$ cat src/rtl/dct2d_sched.sv
// 2-D DCT row/column scheduler around a shared 1-D DCT core.
// Rows pass through the core into a transpose buffer; columns are re-issued from it.
module dct2d_sched #(
  parameter int DW = 32
) (
  input  logic               clk,
  input  logic               rst,
  input  logic               in_valid,
  output logic               in_ready,
  input  logic [7:0][DW-1:0] in_data,
  output logic               core_in_valid,
  input  logic               core_in_ready,
  output logic [7:0][DW-1:0] core_in_data,
  input  logic               core_out_valid,
  output logic               core_out_ready,
  input  logic [7:0][DW-1:0] core_out_data,
  output logic               out_valid,
  input  logic               out_ready,
  output logic [7:0][DW-1:0] out_data,
  output logic               out_last,
  output logic               busy
);

  localparam logic [0:0] ROW = 1'b0;
  localparam logic [0:0] COL = 1'b1;

  logic [0:0]        state;
  logic [3:0]        rows_issued;
  logic [3:0]        rows_done;
  logic [3:0]        cols_issued;
  logic [3:0]        cols_done;
  logic [DW-1:0]     tbuf [8][8];
  logic [7:0][DW-1:0] col_vec;
  logic              cin_hs;
  logic              cout_hs;
  logic              out_hs;

  function automatic logic [3:0] sat_inc(input logic [3:0] x);
    return (x >= 4'd8) ? 4'd8 : x + 4'd1;
  endfunction

  // Column c of the block is lane-wise row k, column c of the buffer.
  always_comb begin
    for (int k = 0; k < 8; k++) begin
      col_vec[k] = tbuf[k][cols_issued[2:0]];
    end
  end

  always_comb begin
    in_ready       = 1'b0;
    core_in_valid  = 1'b0;
    core_in_data   = '0;
    core_out_ready = 1'b0;
    out_valid      = 1'b0;
    out_data       = '0;
    out_last       = 1'b0;
    if (!rst) begin
      unique case (state)
        ROW: begin
          in_ready       = core_in_ready && (rows_issued < 4'd8);
          core_in_valid  = in_valid && (rows_issued < 4'd8);
          core_in_data   = in_data;
          core_out_ready = 1'b1;
        end
        COL: begin
          core_in_valid  = cols_issued < 4'd8;
          core_in_data   = col_vec;
          core_out_ready = out_ready;
          out_valid      = core_out_valid;
          out_data       = core_out_data;
          out_last       = core_out_valid && (cols_done == 4'd7);
        end
        default: ;
      endcase
    end
  end

  assign cin_hs  = core_in_valid && core_in_ready;
  assign cout_hs = core_out_valid && core_out_ready;
  assign out_hs  = out_valid && out_ready;
  assign busy    = (state == COL) || (rows_issued != 4'd0);

  always_ff @(posedge clk or posedge rst) begin
    if (rst) begin
      state       <= ROW;
      rows_issued <= 4'd0;
      rows_done   <= 4'd0;
      cols_issued <= 4'd0;
      cols_done   <= 4'd0;
    end else begin
      unique case (state)
        ROW: begin
          if (cin_hs) begin
            rows_issued <= sat_inc(rows_issued);
          end
          if (cout_hs) begin
            if (rows_done == 4'd7) begin
              state       <= COL;
              rows_issued <= 4'd0;
              rows_done   <= 4'd0;
            end else begin
              rows_done <= sat_inc(rows_done);
            end
          end
        end
        COL: begin
          if (cin_hs) begin
            cols_issued <= sat_inc(cols_issued);
          end
          if (out_hs) begin
            if (cols_done == 4'd7) begin
              state       <= ROW;
              cols_issued <= 4'd0;
              cols_done   <= 4'd0;
            end else begin
              cols_done <= sat_inc(cols_done);
            end
          end
        end
        default: state <= ROW;
      endcase
    end
  end

  // Buffer holds no control state, so it is left unreset.
  always_ff @(posedge clk) begin
    if ((state == ROW) && cout_hs) begin
      for (int k = 0; k < 8; k++) begin
        tbuf[rows_done[2:0]][k] <= core_out_data[k];
      end
    end
  end

endmodule

$ cat config.mk
export PLATFORM = sky130hd
export DESIGN_NAME = dct2d_sched
export DESIGN_NICKNAME = d
export VERILOG_FILES = /design/src/rtl/dct2d_sched.sv
export SDC_FILE = /design/constraint.sdc
export NUM_CORES = 2
export LEC_CHECK = 0
export CAP_MARGIN = 20
export CORE_MARGIN = 2
export CORE_UTILIZATION = 50
export DETAILED_ROUTE_END_ITERATION = 10
export PLACE_DENSITY_LB_ADDON = 0.05
export SLEW_MARGIN = 20
export SYNTH_ARGS = -nofsm -noshare
export SYNTH_HDL_FRONTEND = slang
export SYNTH_SLANG_ARGS = --single-unit
$ cat constraint.sdc
create_clock -name clk -period 18.8 [get_ports clk]
set_clock_uncertainty 0.15 [all_clocks]
set_input_delay 3.76 -clock clk [delete_from_list [all_inputs] [get_ports clk]]
set_output_delay 3.76 -clock clk [all_outputs]
set_load 0.03 [all_outputs]
==> impl_metrics.py <==
metrics = {
    "run_status": {
        "status": "finished clean",
    },
    "drt": {
        "vias": 46400,
        "ant_nets": 0,
        "route.detailed.drc": 0,
        "wire_per_inst_um": 34.6,
        "drt-pass1-iter-count": 5,
        "via_per_inst": 6.06,
        "wirelength_mm": 265,
        "drt_first_iter_violations": 5092,
    },
    "pwr": {
        "report.power.total_mw": 14.2,
        "p_per_area_mw_per_mm2": 141,
        "p_leak_nw": 32.0,
        "ir_worst_vdd_uv": 106,
    },
    "cts": {
        "cts_tree": "built",
        "clock_sinks": 2065,
        "cts_hold_buf": 0,
        "cts_resized": 0,
        "cts_root_buf": "clkbuf_16",
        "clock_path_buffers": 3,
        "h-tree-depth": 4,
        "cts_setup_buffers": 0,
        "path_clk_slew_ns": 0.06,
        "clock_latency_ns": 0.83,
        "cts-buffers-inserted": 205,
    },
    "synth": {
        "syn_area_mm2": 0.0818,
        "synth_top_flop_cell": "edfxtp_1",
        "syn_nets": 4766,
        "synth_edf_count": 2048,
        "syn_avg_cell_area_um2": 19.3,
        "syn_inst": 4240,
        "ys_async_sr_fraction_pct": 0.823,
        "synth_mux_area_share_pct": 14.1,
        "ys_ff_latch": 2065,
        "synth_compound_area_share_pct": 3.35,
        "synth_top_family_by_area": "multiplexers",
        "yosysUniqueCellTypes": 47,
        "synth-seq-area-share_pct": 75.7,
        "yosysWarnings": 0,
        "yosys.area_share.simple_pct": 4.90,
        "synth_fa_ha_area_share_pct": 0.122,
        "synth_xor_area_share_pct": 0,
    },
    "floorplan": {
        "core_mm2": 0.163,
        "die_area_mm2": 0.167,
        "io_pins": 1036,
        "start_util_pct": 50.3,
        "std_cell_rows": 148,
        "die_h_um": 409,
        "dieWidth_um": 409,
    },
    "critical_path": {
        "crit_path_start_kind": "primary input",
        "regToRegStartpoint": "state$_DFF_PP0_",
        "rrSetupSlack_ns": 13.66,
        "r2r-end": "tbuf[0][132]$_DFFE_PP_",
        "worstPathArrival_ns": 7.38,
        "critPathCapture": "core_in_data[250]",
        "crit_type": "in -> out",
        "reg2regPathDepth": 7,
        "cp_max_fo": 64,
        "critical_path_required_ns": 14.89,
        "crit_start": "rst",
        "cp-end-kind": "primary output",
    },
    "timing": {
        "maxSlewHeadroom_pct": 11.3,
        "grt_setup_unrepaired": "no",
        "timing.final.crit_period_ns": 11.29,
        "setup_viol": 0,
        "fin_setup_tns_ns": 0,
        "final_hold_viol_count": 0,
        "tightest_slew_ns": 1.33,
        "maxSlewViolCount": 0,
        "min_period_over_period_pct": 60.1,
        "fmax_mhz": 88.6,
    },
    "finish": {
        "nets": 5819,
        "area_growth_pct": 23.3,
        "fin_util_pct": 62.1,
        "drive_above_1_share_pct": 18.9,
    },
    "hold_path": {
        "hold_path.class": "reg -> reg",
    },
    "place": {
        "dp_hpwl_mm": 182,
        "numPortBuffers": 1035,
        "gp_congestion": 1.01,
    },
    "global_routing": {
        "antenna_found_initial": 30,
        "grt_pass1_wl_mm": 365,
        "grt_max_degree": 179,
        "grt_pass1_vias": 45700,
        "grt-ovfl-total": 0,
        "grt_usage_pct": 31.5,
    },
    "flow_run": {
        "max_cap_violations": 0,
    },
}
-- layer usage --
metal,vias up,routed length [um],global-route usage [%]
met5,-,92,0
met4,14,10700,11.9
met3,331,21900,6.33
met2,2376,130000,51.2
met1,24400,102000,42.2
li1,19300,-,-
-- cell families after synthesis --
| group | count (synthesis) |
|---|---|
| fa+ha+maj | 8 |
| simple gates | 826 |
| compound gates | 411 |
| mux | 643 |
| buf+inv | 287 |
| flops | 2065 |
-- per-stage QoR --
step	instances	hold slack (ns)	area [um2]	setup WS, ns
2_1_floorplan	4240	0.331	81800	2.50
3_3_place_gp	7258	0.362	94300	7.50
3_5_place_dp	7260	0.376	94300	7.44
4_1_cts	7639	0.395	101000	7.44
5_1_grt	7642	0.413	101000	7.35
6_report	7656	0.402	101000	7.51
-- layout make-up --
cell class,count,area (um2)
diodes,16,40.0
fillers,11900,61700
well taps,2175,2720
repair buffers,1120,11100
inverters,13,50.0
clock buffers,249,5320
multi-input cells,1888,18500
clock inverters,130,1180
flip-flops and latches,2065,61900
-- placed cells by master, fill, tap and decap left out, types with 3 or more instances in the layout --
cell type and instances:
inv_1 12, buf_4 75, bufinv_16 15, clkinv_16 4
buf_12 6, clkdlybuf4s50_1 1034, clkinvlp_4 6, clkinv_8 3
o21ai_0 7, clkbuf_1 43, and2_1 257, nand2b_4 3
inv_16 3, mux2_2 260, ha_1 8, clkbuf_16 206
nor3_1 128, mux4_2 383, o22ai_2 3, o22ai_1 254
clkinv_1 62, o31ai_1 130, dfrtp_1 13, clkinv_2 29
nor2_1 262, nand2_4 3, buf_6 4, inv_6 5
nand2_1 138, edfxtp_1 2048, nor2_4 7, dfrtp_4 4
nand2b_1 3, diode_2 16, a21oi_1 6
-- registers in the layout, summed over array words and instances (netlist names) --
signal	count
tbuf	2048
rows_done	4
state	1
rows_issued	4
cols_done	4
cols_issued	4
-- synth_stat cells, types with 2 or more instances --
master,count,area (um2)
inv_1,13,48.8
and2_1,257,1610
nand2_1,141,529
ha_1,8,100
buf_1,5,18.8
nor3_1,130,651
nor2b_1,2,12.5
mux4_2,383,8630
o2bb2ai_1,2,17.5
buf_4,27,203
or3_1,2,12.5
a21oi_1,6,30.0
edfxtp_1,2048,61500
clkbuf_1,123,462
o22ai_1,257,1610
dfrtp_1,17,425
mux2_2,260,2930
buf_2,92,460
o22a_1,2,17.5
and3_1,2,12.5
o21ai_0,7,35.0
nor2_1,269,1010
buf_6,27,304
o31ai_1,130,976
nand2b_1,6,37.5
nor4bb_1,2,20.0
nand3_1,2,10.0
-- worst min-delay path by stage --
stage,start,to,slack [ns],depth (start not counted)
5_1_grt,rows_done[3]$_DFFE_PP0P_,rows_done[3]$_DFFE_PP0P_,0.41,1
2_1_floorplan,cols_done[3]$_DFFE_PP0P_,cols_done[3]$_DFFE_PP0P_,0.33,1
3_5_place_dp,cols_done[3]$_DFFE_PP0P_,cols_done[3]$_DFFE_PP0P_,0.38,1
4_1_cts,cols_done[3]$_DFFE_PP0P_,cols_done[3]$_DFFE_PP0P_,0.39,1
6_report,cols_done[3]$_DFFE_PP0P_,cols_done[3]$_DFFE_PP0P_,0.40,1
3_3_place_gp,cols_done[3]$_DFFE_PP0P_,cols_done[3]$_DFFE_PP0P_,0.36,1
-- report_power, final --
part           total [mW]  switching [mW]  internal (mW)
registers            5.32          0.0999           5.22
clock network        3.97            1.74           2.23
logic                4.96            3.10           1.86
-- critical path, stage by stage --
cell and delay (ns):
buf_6 0.19, inv_1 0.62, nand2_4 0.40, buf_4 0.49, o31ai_1 1.03, clkdlybuf4s50_1 0.85
Power figures use the tool's default switching activity.
